==> config.mk <==
export PLATFORM = sky130hd
export DESIGN_NAME = led_sequencer_flat
export DESIGN_NICKNAME = d
export VERILOG_FILES = /design/src/rtl/led_sequencer_if.sv /design/src/rtl/led_sequencer.sv /design/src/flat_wrapper.sv
export SDC_FILE = /design/constraint.sdc
export NUM_CORES = 1
export LEC_CHECK = 0
export ABC_AREA = 1
export ABC_CLOCK_PERIOD_IN_PS = 7500
export CAP_MARGIN = 0
export CORE_MARGIN = 4
export CORE_UTILIZATION = 40
export CTS_CLUSTER_DIAMETER = 100
export DETAILED_ROUTE_END_ITERATION = 16
export HOLD_SLACK_MARGIN = 0.05
export SLEW_MARGIN = 20
export SYNTH_ARGS = -nofsm -noshare
export SYNTH_HDL_FRONTEND = slang
export SYNTH_SLANG_ARGS = --single-unit
==> constraint.sdc <==
create_clock -name wb_clk_i -period 7.5 [get_ports wb_clk_i]
set_input_delay 0.75 -clock wb_clk_i [delete_from_list [all_inputs] [get_ports wb_clk_i]]
set_output_delay 0.75 -clock wb_clk_i [all_outputs]
set_load 0.05 [all_outputs]
==> src/rtl/led_sequencer_if.sv <==
// Wishbone classic slave bundle carrying the led_sequencer register bus.
interface led_sequencer_if;
  logic        wbs_stb_i;
  logic        wbs_cyc_i;
  logic        wbs_we_i;
  logic [3:0]  wbs_sel_i;
  logic [31:0] wbs_adr_i;
  logic [31:0] wbs_dat_i;
  logic        wbs_ack_o;
  logic [31:0] wbs_dat_o;

  // Bus initiator side.
  modport master (
    output wbs_stb_i, wbs_cyc_i, wbs_we_i, wbs_sel_i, wbs_adr_i, wbs_dat_i,
    input  wbs_ack_o, wbs_dat_o
  );

  // Register block side.
  modport slave (
    input  wbs_stb_i, wbs_cyc_i, wbs_we_i, wbs_sel_i, wbs_adr_i, wbs_dat_i,
    output wbs_ack_o, wbs_dat_o
  );
endinterface

==> src/rtl/led_sequencer.sv <==
// LED pattern sequencer: Wishbone register block, debounced buttons,
// prescaled rotate/count pattern engine and registered LED drive.
module led_sequencer #(
  parameter logic [31:0] BASE_ADDR       = 32'h3000_0000,
  parameter logic [15:0] DEBOUNCE_CYCLES = 16'd1000
) (
  input  logic           wb_clk_i,
  input  logic           wb_rst_i,
  led_sequencer_if.slave wbs,
  input  logic [2:0]     buttons,
  output logic [7:0]     leds
);

  localparam int unsigned NUM_BTN = 3;
  localparam int unsigned LED_W   = 8;
  localparam int unsigned PRE_W   = 16;
  localparam int unsigned DATA_W  = 32;

  localparam logic [1:0] REG_CTRL     = 2'd0;
  localparam logic [1:0] REG_DIRECT   = 2'd1;
  localparam logic [1:0] REG_PRESCALE = 2'd2;
  localparam logic [1:0] REG_STATUS   = 2'd3;

  localparam logic [1:0] MODE_DIRECT  = 2'd0;
  localparam logic [1:0] MODE_BUTTONS = 2'd1;
  localparam logic [1:0] MODE_ROTATE  = 2'd2;
  localparam logic [1:0] MODE_COUNT   = 2'd3;

  localparam logic [LED_W-1:0] ROTATE_SEED = 8'h01;
  localparam logic [LED_W-1:0] COUNT_SEED  = 8'h00;

  // Counter value on the last of DEBOUNCE_CYCLES differing samples.
  localparam logic [PRE_W-1:0] DB_LAST = PRE_W'(DEBOUNCE_CYCLES - 16'd1);

  typedef enum logic {
    BUS_IDLE = 1'b0,
    BUS_ACK  = 1'b1
  } bus_state_t;

  bus_state_t bus_state;
  bus_state_t bus_state_nxt;

  logic                    access_c;
  logic                    xfer_c;
  logic                    wr_c;
  logic                    rd_c;
  logic [1:0]              reg_sel_c;
  logic                    wr_ctrl_c;
  logic                    wr_direct_c;
  logic                    wr_pre_c;
  logic                    clr_event_c;
  logic [DATA_W-1:0]       rdata_c;

  logic [1:0]              mode;
  logic                    run;
  logic                    dir;
  logic [LED_W-1:0]        direct;
  logic [PRE_W-1:0]        prescale;
  logic [PRE_W-1:0]        pre_cnt;
  logic                    tick_c;
  logic [LED_W-1:0]        pattern;
  logic [LED_W-1:0]        pattern_nxt;
  logic [LED_W-1:0]        leds_src_c;
  logic                    event_flag;

  logic [NUM_BTN-1:0]              sync_q1;
  logic [NUM_BTN-1:0]              sync_q2;
  logic [NUM_BTN-1:0]              deb;
  logic [NUM_BTN-1:0]              deb_nxt;
  logic [NUM_BTN-1:0]              rise_c;
  logic [NUM_BTN-1:0][PRE_W-1:0]   db_cnt;
  logic [NUM_BTN-1:0][PRE_W-1:0]   db_cnt_nxt;

  logic unused_c;

  // Address bits below the word, upper data and lanes 2/3 carry no state.
  assign unused_c = ^{wbs.wbs_adr_i[1:0], wbs.wbs_sel_i[3:2], wbs.wbs_dat_i[31:16]};

  // Bus access decode against the 16-byte register window.
  assign access_c  = wbs.wbs_stb_i & wbs.wbs_cyc_i &
                     (wbs.wbs_adr_i[31:4] == BASE_ADDR[31:4]);
  assign reg_sel_c = wbs.wbs_adr_i[3:2];

  // Bus handshake state register.
  always_ff @(posedge wb_clk_i or posedge wb_rst_i) begin
    if (wb_rst_i) begin
      bus_state <= BUS_IDLE;
    end else begin
      bus_state <= bus_state_nxt;
    end
  end

  // Accept in IDLE, spend exactly one cycle in ACK so transfers are spaced.
  always_comb begin
    bus_state_nxt = bus_state;
    xfer_c        = 1'b0;
    case (bus_state)
      BUS_IDLE: begin
        if (access_c) begin
          xfer_c        = 1'b1;
          bus_state_nxt = BUS_ACK;
        end
      end
      BUS_ACK: begin
        bus_state_nxt = BUS_IDLE;
      end
      default: begin
        bus_state_nxt = BUS_IDLE;
      end
    endcase
  end

  assign wbs.wbs_ack_o = (bus_state == BUS_ACK);

  // Per-register write strobes, all committed on the edge that raises ack.
  assign wr_c        = xfer_c & wbs.wbs_we_i;
  assign rd_c        = xfer_c & ~wbs.wbs_we_i;
  assign wr_ctrl_c   = wr_c & (reg_sel_c == REG_CTRL) & wbs.wbs_sel_i[0];
  assign wr_direct_c = wr_c & (reg_sel_c == REG_DIRECT) & wbs.wbs_sel_i[0];
  assign wr_pre_c    = wr_c & (reg_sel_c == REG_PRESCALE);
  assign clr_event_c = wr_c & (reg_sel_c == REG_STATUS) & wbs.wbs_sel_i[1] &
                       wbs.wbs_dat_i[11];

  // Read data mux over the current register contents.
  always_comb begin
    rdata_c = '0;
    case (reg_sel_c)
      REG_CTRL:     rdata_c = DATA_W'({dir, run, mode});
      REG_DIRECT:   rdata_c = DATA_W'(direct);
      REG_PRESCALE: rdata_c = DATA_W'(prescale);
      REG_STATUS:   rdata_c = DATA_W'({event_flag, leds, deb});
      default:      rdata_c = '0;
    endcase
  end

  // Read data is only non-zero during the ack cycle of a read.
  always_ff @(posedge wb_clk_i or posedge wb_rst_i) begin
    if (wb_rst_i) begin
      wbs.wbs_dat_o <= '0;
    end else if (rd_c) begin
      wbs.wbs_dat_o <= rdata_c;
    end else begin
      wbs.wbs_dat_o <= '0;
    end
  end

  // Two-flop synchronizer for the raw pad inputs.
  always_ff @(posedge wb_clk_i or posedge wb_rst_i) begin
    if (wb_rst_i) begin
      sync_q1 <= '0;
      sync_q2 <= '0;
    end else begin
      sync_q1 <= buttons;
      sync_q2 <= sync_q1;
    end
  end

  // Debounce: count consecutive differing samples, flip on the last one.
  always_comb begin
    deb_nxt    = deb;
    rise_c     = '0;
    db_cnt_nxt = '0;
    for (int unsigned i = 0; i < NUM_BTN; i++) begin
      if (sync_q2[i] != deb[i]) begin
        if (db_cnt[i] == DB_LAST) begin
          deb_nxt[i] = sync_q2[i];
          rise_c[i]  = sync_q2[i];
        end else begin
          db_cnt_nxt[i] = db_cnt[i] + 16'd1;
        end
      end
    end
  end

  // Debounced button state and counters.
  always_ff @(posedge wb_clk_i or posedge wb_rst_i) begin
    if (wb_rst_i) begin
      deb    <= '0;
      db_cnt <= '0;
    end else begin
      deb    <= deb_nxt;
      db_cnt <= db_cnt_nxt;
    end
  end

  // Tick when the count reaches PRESCALE.
  assign tick_c = (pre_cnt == prescale);

  // Prescale counter; a PRESCALE write restarts the period.
  always_ff @(posedge wb_clk_i or posedge wb_rst_i) begin
    if (wb_rst_i) begin
      pre_cnt <= '0;
    end else if (wr_pre_c || tick_c) begin
      pre_cnt <= '0;
    end else begin
      pre_cnt <= pre_cnt + 16'd1;
    end
  end

  // CTRL: bus write beats the button toggles landing on the same edge.
  always_ff @(posedge wb_clk_i or posedge wb_rst_i) begin
    if (wb_rst_i) begin
      mode <= MODE_DIRECT;
      run  <= 1'b0;
      dir  <= 1'b0;
    end else if (wr_ctrl_c) begin
      mode <= wbs.wbs_dat_i[1:0];
      run  <= wbs.wbs_dat_i[2];
      dir  <= wbs.wbs_dat_i[3];
    end else begin
      run  <= run ^ rise_c[0];
      dir  <= dir ^ rise_c[1];
    end
  end

  // DIRECT and PRESCALE registers with byte-lane writes.
  always_ff @(posedge wb_clk_i or posedge wb_rst_i) begin
    if (wb_rst_i) begin
      direct   <= '0;
      prescale <= '0;
    end else begin
      if (wr_direct_c) begin
        direct <= wbs.wbs_dat_i[7:0];
      end
      if (wr_pre_c && wbs.wbs_sel_i[0]) begin
        prescale[7:0] <= wbs.wbs_dat_i[7:0];
      end
      if (wr_pre_c && wbs.wbs_sel_i[1]) begin
        prescale[15:8] <= wbs.wbs_dat_i[15:8];
      end
    end
  end

  // Pattern engine: a button2 reload beats a coincident tick.
  always_comb begin
    pattern_nxt = pattern;
    if (mode == MODE_ROTATE) begin
      if (rise_c[2]) begin
        pattern_nxt = ROTATE_SEED;
      end else if (tick_c && run) begin
        pattern_nxt = dir ? {pattern[0], pattern[7:1]} : {pattern[6:0], pattern[7]};
      end
    end else if (mode == MODE_COUNT) begin
      if (rise_c[2]) begin
        pattern_nxt = COUNT_SEED;
      end else if (tick_c && run) begin
        pattern_nxt = dir ? pattern - 8'd1 : pattern + 8'd1;
      end
    end
  end

  // Pattern register.
  always_ff @(posedge wb_clk_i or posedge wb_rst_i) begin
    if (wb_rst_i) begin
      pattern <= ROTATE_SEED;
    end else begin
      pattern <= pattern_nxt;
    end
  end

  // Sticky event: a new press outranks a same-edge clear.
  always_ff @(posedge wb_clk_i or posedge wb_rst_i) begin
    if (wb_rst_i) begin
      event_flag <= 1'b0;
    end else if (|rise_c) begin
      event_flag <= 1'b1;
    end else if (clr_event_c) begin
      event_flag <= 1'b0;
    end
  end

  // LED source selection by mode.
  always_comb begin
    leds_src_c = '0;
    case (mode)
      MODE_DIRECT:  leds_src_c = direct;
      MODE_BUTTONS: leds_src_c = LED_W'(deb);
      MODE_ROTATE:  leds_src_c = pattern;
      MODE_COUNT:   leds_src_c = pattern;
      default:      leds_src_c = '0;
    endcase
  end

  // Registered LED drive.
  always_ff @(posedge wb_clk_i or posedge wb_rst_i) begin
    if (wb_rst_i) begin
      leds <= '0;
    end else begin
      leds <= leds_src_c;
    end
  end

endmodule

==> src/flat_wrapper.sv <==
// flat-port wrapper written by rule: the top's interface ports become plain ports
module led_sequencer_flat 
#(
  parameter logic [31:0] BASE_ADDR       = 32'h3000_0000,
  parameter logic [15:0] DEBOUNCE_CYCLES = 16'd1000
)
  (wb_clk_i, wb_rst_i, buttons, leds, wbs_wbs_stb_i, wbs_wbs_cyc_i, wbs_wbs_we_i, wbs_wbs_sel_i, wbs_wbs_adr_i, wbs_wbs_dat_i, wbs_wbs_ack_o, wbs_wbs_dat_o);
  led_sequencer_if wbs_i ();
  input  logic wb_clk_i;
  input  logic wb_rst_i;
  input  logic [2:0] buttons;
  output logic [7:0] leds;
  input wire logic [$bits(wbs_i.wbs_stb_i)-1:0] wbs_wbs_stb_i;
  input wire logic [$bits(wbs_i.wbs_cyc_i)-1:0] wbs_wbs_cyc_i;
  input wire logic [$bits(wbs_i.wbs_we_i)-1:0] wbs_wbs_we_i;
  input wire logic [$bits(wbs_i.wbs_sel_i)-1:0] wbs_wbs_sel_i;
  input wire logic [$bits(wbs_i.wbs_adr_i)-1:0] wbs_wbs_adr_i;
  input wire logic [$bits(wbs_i.wbs_dat_i)-1:0] wbs_wbs_dat_i;
  output wire logic [$bits(wbs_i.wbs_ack_o)-1:0] wbs_wbs_ack_o;
  output wire logic [$bits(wbs_i.wbs_dat_o)-1:0] wbs_wbs_dat_o;
  assign wbs_i.wbs_stb_i = wbs_wbs_stb_i;
  assign wbs_i.wbs_cyc_i = wbs_wbs_cyc_i;
  assign wbs_i.wbs_we_i = wbs_wbs_we_i;
  assign wbs_i.wbs_sel_i = wbs_wbs_sel_i;
  assign wbs_i.wbs_adr_i = wbs_wbs_adr_i;
  assign wbs_i.wbs_dat_i = wbs_wbs_dat_i;
  assign wbs_wbs_ack_o = wbs_i.wbs_ack_o;
  assign wbs_wbs_dat_o = wbs_i.wbs_dat_o;
  led_sequencer #(.BASE_ADDR(BASE_ADDR), .DEBOUNCE_CYCLES(DEBOUNCE_CYCLES)) u_core (.wb_clk_i(wb_clk_i), .wb_rst_i(wb_rst_i), .wbs(wbs_i), .buttons(buttons), .leds(leds));
endmodule
# [Word-level counts from Yosys, hierarchy flattened]
# Cells that the tools add are included.
[totals] elab_cells=102 register_bits=151 in_bits=76
[classes] reduce_logical=15 n_mux=31 eq_ne=14 bitwise=16 n_addsub=6
[op_table] op="$pmux 32 s4" n=1
[op_table] op="$mux 16" n=7
[op_table] op="$add 16x1->16 const B" n=4
[op_table] op="$mux 8" n=8
[op_table] op="$eq 16x10->1 const B" n=3
[op_table] op="$mux 32" n=1
[op_table] op="$eq 28x26->1 const B" n=1
[op_table] op="$pmux 8 s3" n=1
[op_table] op="$eq 16x16->1" n=1
[op_table] op="$and 1x1->1" n=12
[op_table] op="$mux 1" n=12
[op_table] op="$add 8x1->8 const B" n=1
[op_table] op="$eq 2x2->1 const B" n=4
[op_table] op="$reduce_and 2->1" n=4
[op_table] op="$sub 8x1->8 const B" n=1
[op_table] op="$reduce_bool 2->1" n=3
[op_table] op="$eq 2x1->1 const B" n=2
[op_table] op="$logic_not 2->1" n=2
[op_table] op="$logic_and 1x1->1" n=3
[op_table] op="$ne 1x1->1" n=3
[op_table] op="$reduce_or 3->1" n=1
[op_table] op="$not 1->1" n=2
[op_table] op="$pmux 1 s2" n=1
[op_table] op="$reduce_or 2->1" n=1
[op_table] op="2 further kinds" n=3

# [Depth between registers and ports, before layout]
# Gate-level depths: netlist of run 1.
[depth] ltp_word=10 ltp_mapped=13 depth_no_buf=13

# [Worst setup path after synthesis of run 1]
# OpenSTA, ideal clock, no wires.
[synth_timing] path_kind="in2reg" start="in wbs_wbs_adr_i[23]" end="reg u_core.prescale[8]" arrival_ns=1.856 setup_time_ns=0.117 t_required_ns=7.383 stages=9 path_buffers=1 path_slack_ns=5.526 path_cell_list="nor2_1 > nand2_1 > nor2_2 > nand3_2 > nor3_4 > nand3_2 > buf_6 > nand2_1 > o21ai_2"
[synth_between] elab_chain_cells=7
[synth_lines] element="from (decl)" line_no="flat_wrapper.sv:17" text="input wire logic [$bits(wbs_i.wbs_adr_i)-1:0] wbs_wbs_adr_i;"
[synth_lines] element="$eq 28x26->1" line_no="led_sequencer.sv:81" text="(wbs.wbs_adr_i[31:4] == BASE_ADDR[31:4]);"
[synth_lines] element="$and 1x1->1" line_no="led_sequencer.sv:80" text="assign access_c = wbs.wbs_stb_i & wbs.wbs_cyc_i &"
[synth_lines] element="$mux 1" line_no="led_sequencer.sv:99" text="if (access_c) begin"
[synth_lines] element="$mux 1" line_no="led_sequencer.sv:97" text="case (bus_state)"
[synth_lines] element="$and 1x1->1" line_no="led_sequencer.sv:116" text="assign wr_c = xfer_c & wbs.wbs_we_i;"
[synth_lines] element="$and 1x1->1" line_no="led_sequencer.sv:120" text="assign wr_pre_c = wr_c & (reg_sel_c == REG_PRESCALE);"
[synth_lines] element="$logic_and 1x1->1" line_no="led_sequencer.sv:228" text="if (wr_pre_c && wbs.wbs_sel_i[1]) begin"
[synth_lines] element="to (signal assigned)" line_no="led_sequencer.sv:229" text="prescale[15:8] <= wbs.wbs_dat_i[15:8];"
[synth_lines] element="to (decl)" line_no="led_sequencer.sv:58" text="logic [PRE_W-1:0] prescale;"
# No other way between the ends.
# A chain may end at the register's enable or synchronous reset.

# [Worst setup path after layout of run 1]
[layout_timing] start="reg u_core.leds[1]" end="out leds[1]"
[layout_lines] element="from (decl)" line_no="led_sequencer.sv:11" text="output logic [7:0] leds"
[layout_lines] element="from (signal assigned)" line_no="led_sequencer.sv:289" text="leds <= leds_src_c;"
[layout_lines] element="to (decl)" line_no="flat_wrapper.sv:12" text="output logic [7:0] leds;"
# No word-level cell between the ends.

==> results of run 1 <==
## how the worst min path moves through the flow
stage / start / end / slack [ns] / cells past startpoint
2_1_floorplan: u_core.sync_q1[0] / u_core.sync_q2[0] / 0.33 / 0
3_3_place_gp: u_core.sync_q1[2] / u_core.sync_q2[2] / 0.33 / 0
3_5_place_dp: u_core.sync_q1[2] / u_core.sync_q2[2] / 0.34 / 0
4_1_cts: u_core.sync_q1[2] / u_core.sync_q2[2] / 0.35 / 0
5_1_grt: u_core.sync_q1[2] / u_core.sync_q2[2] / 0.37 / 0
6_report: u_core.sync_q1[2] / u_core.sync_q2[2] / 0.35 / 0
## flip-flops by register name (all words and copies together), names as in the netlist
| register | cells |
|---|---|
| u_core.leds | 8 |
| u_core.pre_cnt | 16 |
| u_core.db_cnt | 48 |
| u_core.dir | 1 |
| u_core.mode | 2 |
| u_core.wbs.wbs_ack_o | 1 |
| u_core.pattern | 8 |
| u_core.sync_q1 | 3 |
| u_core.deb | 3 |
| u_core.wbs.wbs_dat_o | 16 |
| u_core.run | 1 |
| u_core.prescale | 16 |
| u_core.sync_q2 | 3 |
| u_core.event_flag | 1 |
| u_core.direct | 8 |
## area by class of cell
type,count,share of cell area (%)
flip-flops and latches,135,38.7
inverters,129,5.60
clock inverters,15,2.58
well taps,225,3.22
multi-input cells,628,35.8
clock buffers,17,4.87
repair buffers,81,9.25
## where the power goes
part	leakage (nW)	switching, mW	internal [mW]	total, mW
Sequential	1.86	0.00354	0.734	0.738
Combinational	1.91	0.0555	0.0329	0.0884
Clock	0.306	0.326	0.591	0.917
Total	4.07	0.385	1.36	1.74
## stage by stage
stage               hold WS (ns)  total power, mW  util (%)
floorplan                  0.331            0.805         -
detailed placement         0.337            0.841      46.6
CTS                        0.350             1.76      50.3
global placement           0.333            0.840      46.6
global route               0.370             1.80      50.4
finish                     0.349             1.74      50.4
## worst register-to-register path, cell delays in order, from the launching register on
cell     delay, ns
dfrtp_1       0.77
ha_1          0.42
nand2_1       0.08
nand2_1       0.06
inv_1         0.07
nand2_1       0.07
nand2_1       0.08
nand2_1       0.05
nand2_1       0.05
nand2_1       0.05
nand3_1       0.07
nand2_1       0.06
nand3_1       0.07
nand2_1       0.06
## synthesized netlist by cell type
library cell  count
nand2_1         220
dfrtp_1         134
inv_1           127
nor2_1          111
nand3_1          53
a21oi_1          38
o21ai_0          33
xor2_1           29
nor3_1           25
nand4_1          18
buf_4            17
o21ai_2          16
ha_1             10
o21ai_1           8
a31oi_1           7
nand3b_1          7
clkbuf_1          5
o21a_1            5
nand3_2           4
buf_6             3
o211ai_1          3
o221ai_1          3
or2_2             3
nand2_2           2
nor3b_1           2
nor4_1            2
xnor2_1           2
a21o_1            1
a221oi_1          1
a41oi_1           1
and3_1            1
buf_2             1
clkinv_1          1
conb_1            1
dfstp_2           1
fa_1              1
inv_2             1
nor2_2            1
nor2_4            1
nor3_2            1
nor3_4            1
o22ai_1           1
o31ai_1           1
## routing by layer
layer  part of all wire, %  wire [um]
met5                     0          0
met4                   1.6        270
met3                   5.0        836
met2                    46       7680
met1                    47       7920
## cell families (layout without fill, tap and decap cells)
logic type	count (synthesis)	after routing	synth area share, %
fa+ha+maj	11	11	2.04
flops	135	135	47.5
compound gates	118	118	9.89
simple gates	452	452	27.3
other cells	1	16	0.0527
xor+xnor	31	31	3.81
buf+inv	155	242	9.40
==> metrics.yaml, run 1 <==
outcome:
  status: "finished clean"
global_route:
  grt_pass1_wl_mm: 27.9
  gr-usage-met1_pct: 23.2
  grt_usage_pct: 17.4
  top_usage_layer: "met2"
  antenna_found_initial: 0
  grt_overflow: 0
  grt_start_max_net_pins: 78
  use_met2_pct: 28.5
  grt_pass1_vias: 5707
  grt.met3_usage_pct: 3.30
final_layout:
  fill_cells: 1670
  antenna_cells: 0
  seq_area_um2: 3380
  layout_common_cells: "220 x nand2_1, 134 x dfrtp_1, 126 x inv_1, 110 x nor2_1, 80 x clkdlybuf4s50_1"
  multi_input_area_um2: 3130
  final_nets: 1079
  fin_cells: 1230
  synthToLayoutAreaGrowth_pct: 22.7
  final_common_cell: "nand2_1"
  drive_above_1_share_pct: 6.57
  design_area_um2: 8740
synth:
  synthDistinctLibCells: 43
  synth_top_area_share_pct: 47.1
  synthTopCellsByArea: "dfrtp_1 47%, nand2_1 12%, inv_1 6.7%"
  ys_ff_latch: 135
  synth.avg_cell_area_um2: 7.89
  yosys_warnings: 0
  synth_top_cell_by_area: "dfrtp_1"
  synthCells: 903
  syn_area_um2: 7120
  yosysSeqAreaShare_pct: 47.5
placement:
  hpwl_mm: 12.6
  dp.cells: 1198
  portBuffers: 80
  gp_congestion: 0.881
  place_area_um2: 8090
  place_ws_ns: 4.39
power_and_ir_drop:
  pwr_density_cell_nw_per_um2: 199
  ir_worst_vdd_mv: 0.170
  leakage_nw: 4.07
routing:
  drc: 0
  drt_pass1_iterations: 5
  viasPerCell: 4.80
  vias: 5909
  ant_nets: 0
  wire_per_inst_um: 13.6
  drtIter0Drc: 372
  wl_mm: 16.7
timing:
  relSlewSlack_pct: 37.8
  min_period_ns: 2.46
  rsz0062_at_grt: "false"
  maxSlewViolCount: 0
  worst_slack_ns: 5.04
  setup_violations: 0
  fin_tns_setup_ns: 0
  fin_crit_sh_pct: 32.7
  skew_ns: 0.00736
  worst_slew_pin_slew_ns: 0.933
  finalHoldViolCount: 0
  fmax_mhz: 407
worst_setup_path:
  endpoint_kind: "output port"
  cp-startpoint: "u_core.leds[1]"
  worstSetupPathType: "reg2out"
  r2r_slack_ns: 5.42
  arrival_ns: 1.71
  start_kind: "flip-flop"
  reg2reg_depth: 13
  max_stage_delay_ns: 0.84
  path_delay_family: "buffers and inverters"
  cp_num_buf_inv: 1
  cp_max_fo: 2
  cp.depth: 1
  cp.required_ns: 6.75
  slowest_stage: "clkdlybuf4s50_1"
  timing.rr.end: "u_core.pattern[7]"
  r2r-start: "u_core.dir"
  worstSetupEndpoint: "leds[1]"
  crit_chain: "clkdlybuf4s50_1"
die:
  num_rows: 48
  die_h_um: 141
  io_pins: 117
  coreArea_um2: 17400
  die_w_um: 141
  die_area_um2: 20000
  start_util_pct: 41.0
cts:
  cts_hold_buf: 0
  cts_htree_levels: 4
  root_buffer: "clkbuf_16"
  cts_tree: "built"
  cts_setup_buffers: 0
  cts_sinks: 135
  cts_resized: 0
  clk_latency_ns: 0.42
  cts_buffers: 17
  clockBufferDepth: 2
  clk_transition_reported_paths_ns: 0.06
hold_path:
  hold_class: "reg2reg"
flow_run:
  max-cap-violations: 0
(Power assumes the default switching activity.)
==> inputs of run 2 (changes only) <==
ABC_CLOCK_PERIOD_IN_PS = 2500   (was 7500)
clock period = 2.5 ns   (was 7.5 ns; I/O delays follow)
==> run 2 against run 1 <==
Compared with the run above: final area increased by 1.3%; clock power grew to 3.0 times the previous value; count of clock-buffer cells in the layout is 3 higher; cell count increased by 0.89%; die area did not move; total power grew to 3.0 times the previous value; combinational power increased to 3.1 times the previous value; worst setup slack got worse by 4.5 ns; critical path type is now reg2reg.
==> metrics.yaml, run 2 (synthesis results as in run 1) <==
die:
  start_util_pct: 41.0  # unchanged
  die_w_um: 141  # unchanged
  num_rows: 48  # unchanged
  io_pins: 117  # unchanged
  die_area_um2: 20000  # unchanged
  die_h_um: 141  # unchanged
  coreArea_um2: 17400  # unchanged
outcome:
  status: "finished clean"
worst_setup_path:
  path_delay_family: "simple AND/OR/NAND/NOR gates"
  r2r_slack_ns: 0.54  # -4.88 ns
  worstSetupPathType: "reg2reg"
  timing.rr.end: "u_core.pattern[7]"
  endpoint_kind: "flip-flop"
  crit_chain: "ha_1 -> nand2_1 -> nand2_1 -> inv_1 -> nand2_1 -> nand2_1 -> nand2_1 -> nand2_1 -> nand2_1 -> nand3_1 -> nand2_1 -> nand3_1 -> nand2_1"
  r2r-start: "u_core.dir"
  cp_max_fo: 12  # +10
  cp-startpoint: "u_core.dir"
  max_stage_delay_ns: 0.68  # -0.16 ns
  cp.required_ns: 2.81  # -3.94 ns
  cp_num_buf_inv: 1  # unchanged
  critPathMostFrequentCell: "nand2_1"
  start_kind: "flip-flop"
  slowest_stage: "dfrtp_1"
  reg2reg_depth: 13  # unchanged
  arrival_ns: 2.27  # +0.56 ns
power_and_ir_drop:
  pwr_density_cell_nw_per_um2: 596  # +200%
  leakage_nw: 4.15  # +1.8%
  ir_worst_vdd_mv: 0.495  # +190%
  p_total_mw: 5.28  # +200%
global_route:
  antenna_found_initial: 0  # unchanged
  grt_start_max_net_pins: 75  # -3.8%
  grt_usage_pct: 17.4  # +0.051 points
  grt_overflow: 0  # unchanged
  grt_pass1_wl_mm: 28.3  # +1.4%
  grt_pass1_vias: 5799  # +1.6%
routing:
  drtIter0Drc: 389  # +4.6%
  viasPerCell: 4.88  # +1.5%
  drt_pass1_iterations: 5  # unchanged
  vias: 6050  # +2.4%
  wire_per_inst_um: 13.7  # +1.0%
  ant_nets: 0  # unchanged
  drc: 0  # unchanged
  wl_mm: 17.0  # +1.9%
timing:
  skew_ns: 0.00709  # -0.000274 ns
  worst_slew_pin_slew_ns: 0.564  # -0.370 ns
  finalHoldViolCount: 0  # unchanged
  setup_violations: 0  # unchanged
  rsz0062_at_grt: "false"
  min_period_ns: 1.96
  fin_crit_sh_pct: 78.2
  maxSlewViolCount: 0  # unchanged
  fmax_mhz: 511
  fin_tns_setup_ns: 0  # unchanged
  relSlewSlack_pct: 62.3  # +25 points
cts:
  cts_setup_buffers: 0  # unchanged
  cts_tree: "built"
  clk_transition_reported_paths_ns: 0.06  # about the same
  cts_hold_buf: 0  # unchanged
  clk_latency_ns: 0.42  # about the same
  cts_buffers: 17  # unchanged
  cts_sinks: 135  # unchanged
  cts_resized: 0  # unchanged
  cts_htree_levels: 4  # unchanged
  clockBufferDepth: 2  # unchanged
  root_buffer: "clkbuf_16"
flow_run:
  max-cap-violations: 0  # unchanged
final_layout:
  synthToLayoutAreaGrowth_pct: 24.4
  final_common_cell: "nand2_1"
  final_nets: 1090  # +1.0%
  drive_above_1_share_pct: 7.48  # +0.91 points
  final_core_util_pct: 51.0  # +0.68 points
  largest_reg_flops: 48  # unchanged
  layout_common_cells: "220 x nand2_1, 134 x dfrtp_1, 126 x inv_1, 111 x nor2_1, 80 x clkdlybuf4s50_1"
  antenna_cells: 0  # unchanged
  regMostFlops: "u_core.db_cnt"
hold_path:
  hold_class: "in2async"
placement:
  portBuffers: 80  # unchanged
  gp_congestion: 0.865  # -1.9%
  hpwl_mm: 12.8  # +1.5%
[run 2: per-layer routing]
| layer | global-route usage, % | wire length, um | vias to the layer above |
|---|---|---|---|
| met5 | 0 | 0 | - |
| met4 | 5.40 | 196 | 0 |
| met3 | 3.30 | 950 | 16 |
| met2 | 28.9 | 8090 | 157 |
| met1 | 23.3 | 7780 | 2814 |
| li1 | - | - | 3063 |
[run 2: how the worst max path moves through the flow]
stage	to	slack, ns	cells past startpoint
6_report	u_core.pattern[7]	0.54	13
3_3_place_gp	u_core.run	0.24	8
3_5_place_dp	u_core.pre_cnt[13]	0.22	8
4_1_cts	u_core.pattern[3]	0.54	8
2_1_floorplan	u_core.db_cnt[0]	0.57	1
5_1_grt	u_core.pattern[1]	0.32	8
[run 2: worst register-to-register path, stage by stage, from the launching register on]
cell and delay, ns:
dfrtp_1 0.68, ha_1 0.40, nand2_1 0.08, nand2_1 0.07, inv_1 0.07, nand2_1 0.07, nand2_1 0.09, nand2_1 0.05
nand2_1 0.05, nand2_1 0.04, nand3_1 0.06, nand2_1 0.07, nand3_1 0.06, nand2_1 0.05
[run 2: cell type report]
type / instances / area, um2
Inverter: 129 / 488
Sequential cell: 135 / 3380
Fill cell: 1713 / 8500
Timing Repair Buffer: 92 / 916
Clock buffer: 20 / 467
Tap cell: 225 / 282
Clock inverter: 12 / 198
Multi-Input combinational cell: 628 / 3130
[run 2: power breakdown]
part | leakage, nW | switching (mW) | internal, mW
clock network | 0.322 | 0.945 | 1.85
registers | 1.86 | 0.0105 | 2.20
logic | 1.96 | 0.169 | 0.107
[run 2: through the flow]
stage	instances	hold slack [ns]	area (um2)	worst slack [ns]
5_1_grt	1241	0.131	8860	0.322
2_1_floorplan	918	0.281	7180	0.572
4_1_cts	1241	0.112	8860	0.544
6_report	1241	0.120	8860	0.544
3_3_place_gp	1209	0.334	8190	0.238
3_5_place_dp	1209	0.340	8190	0.216
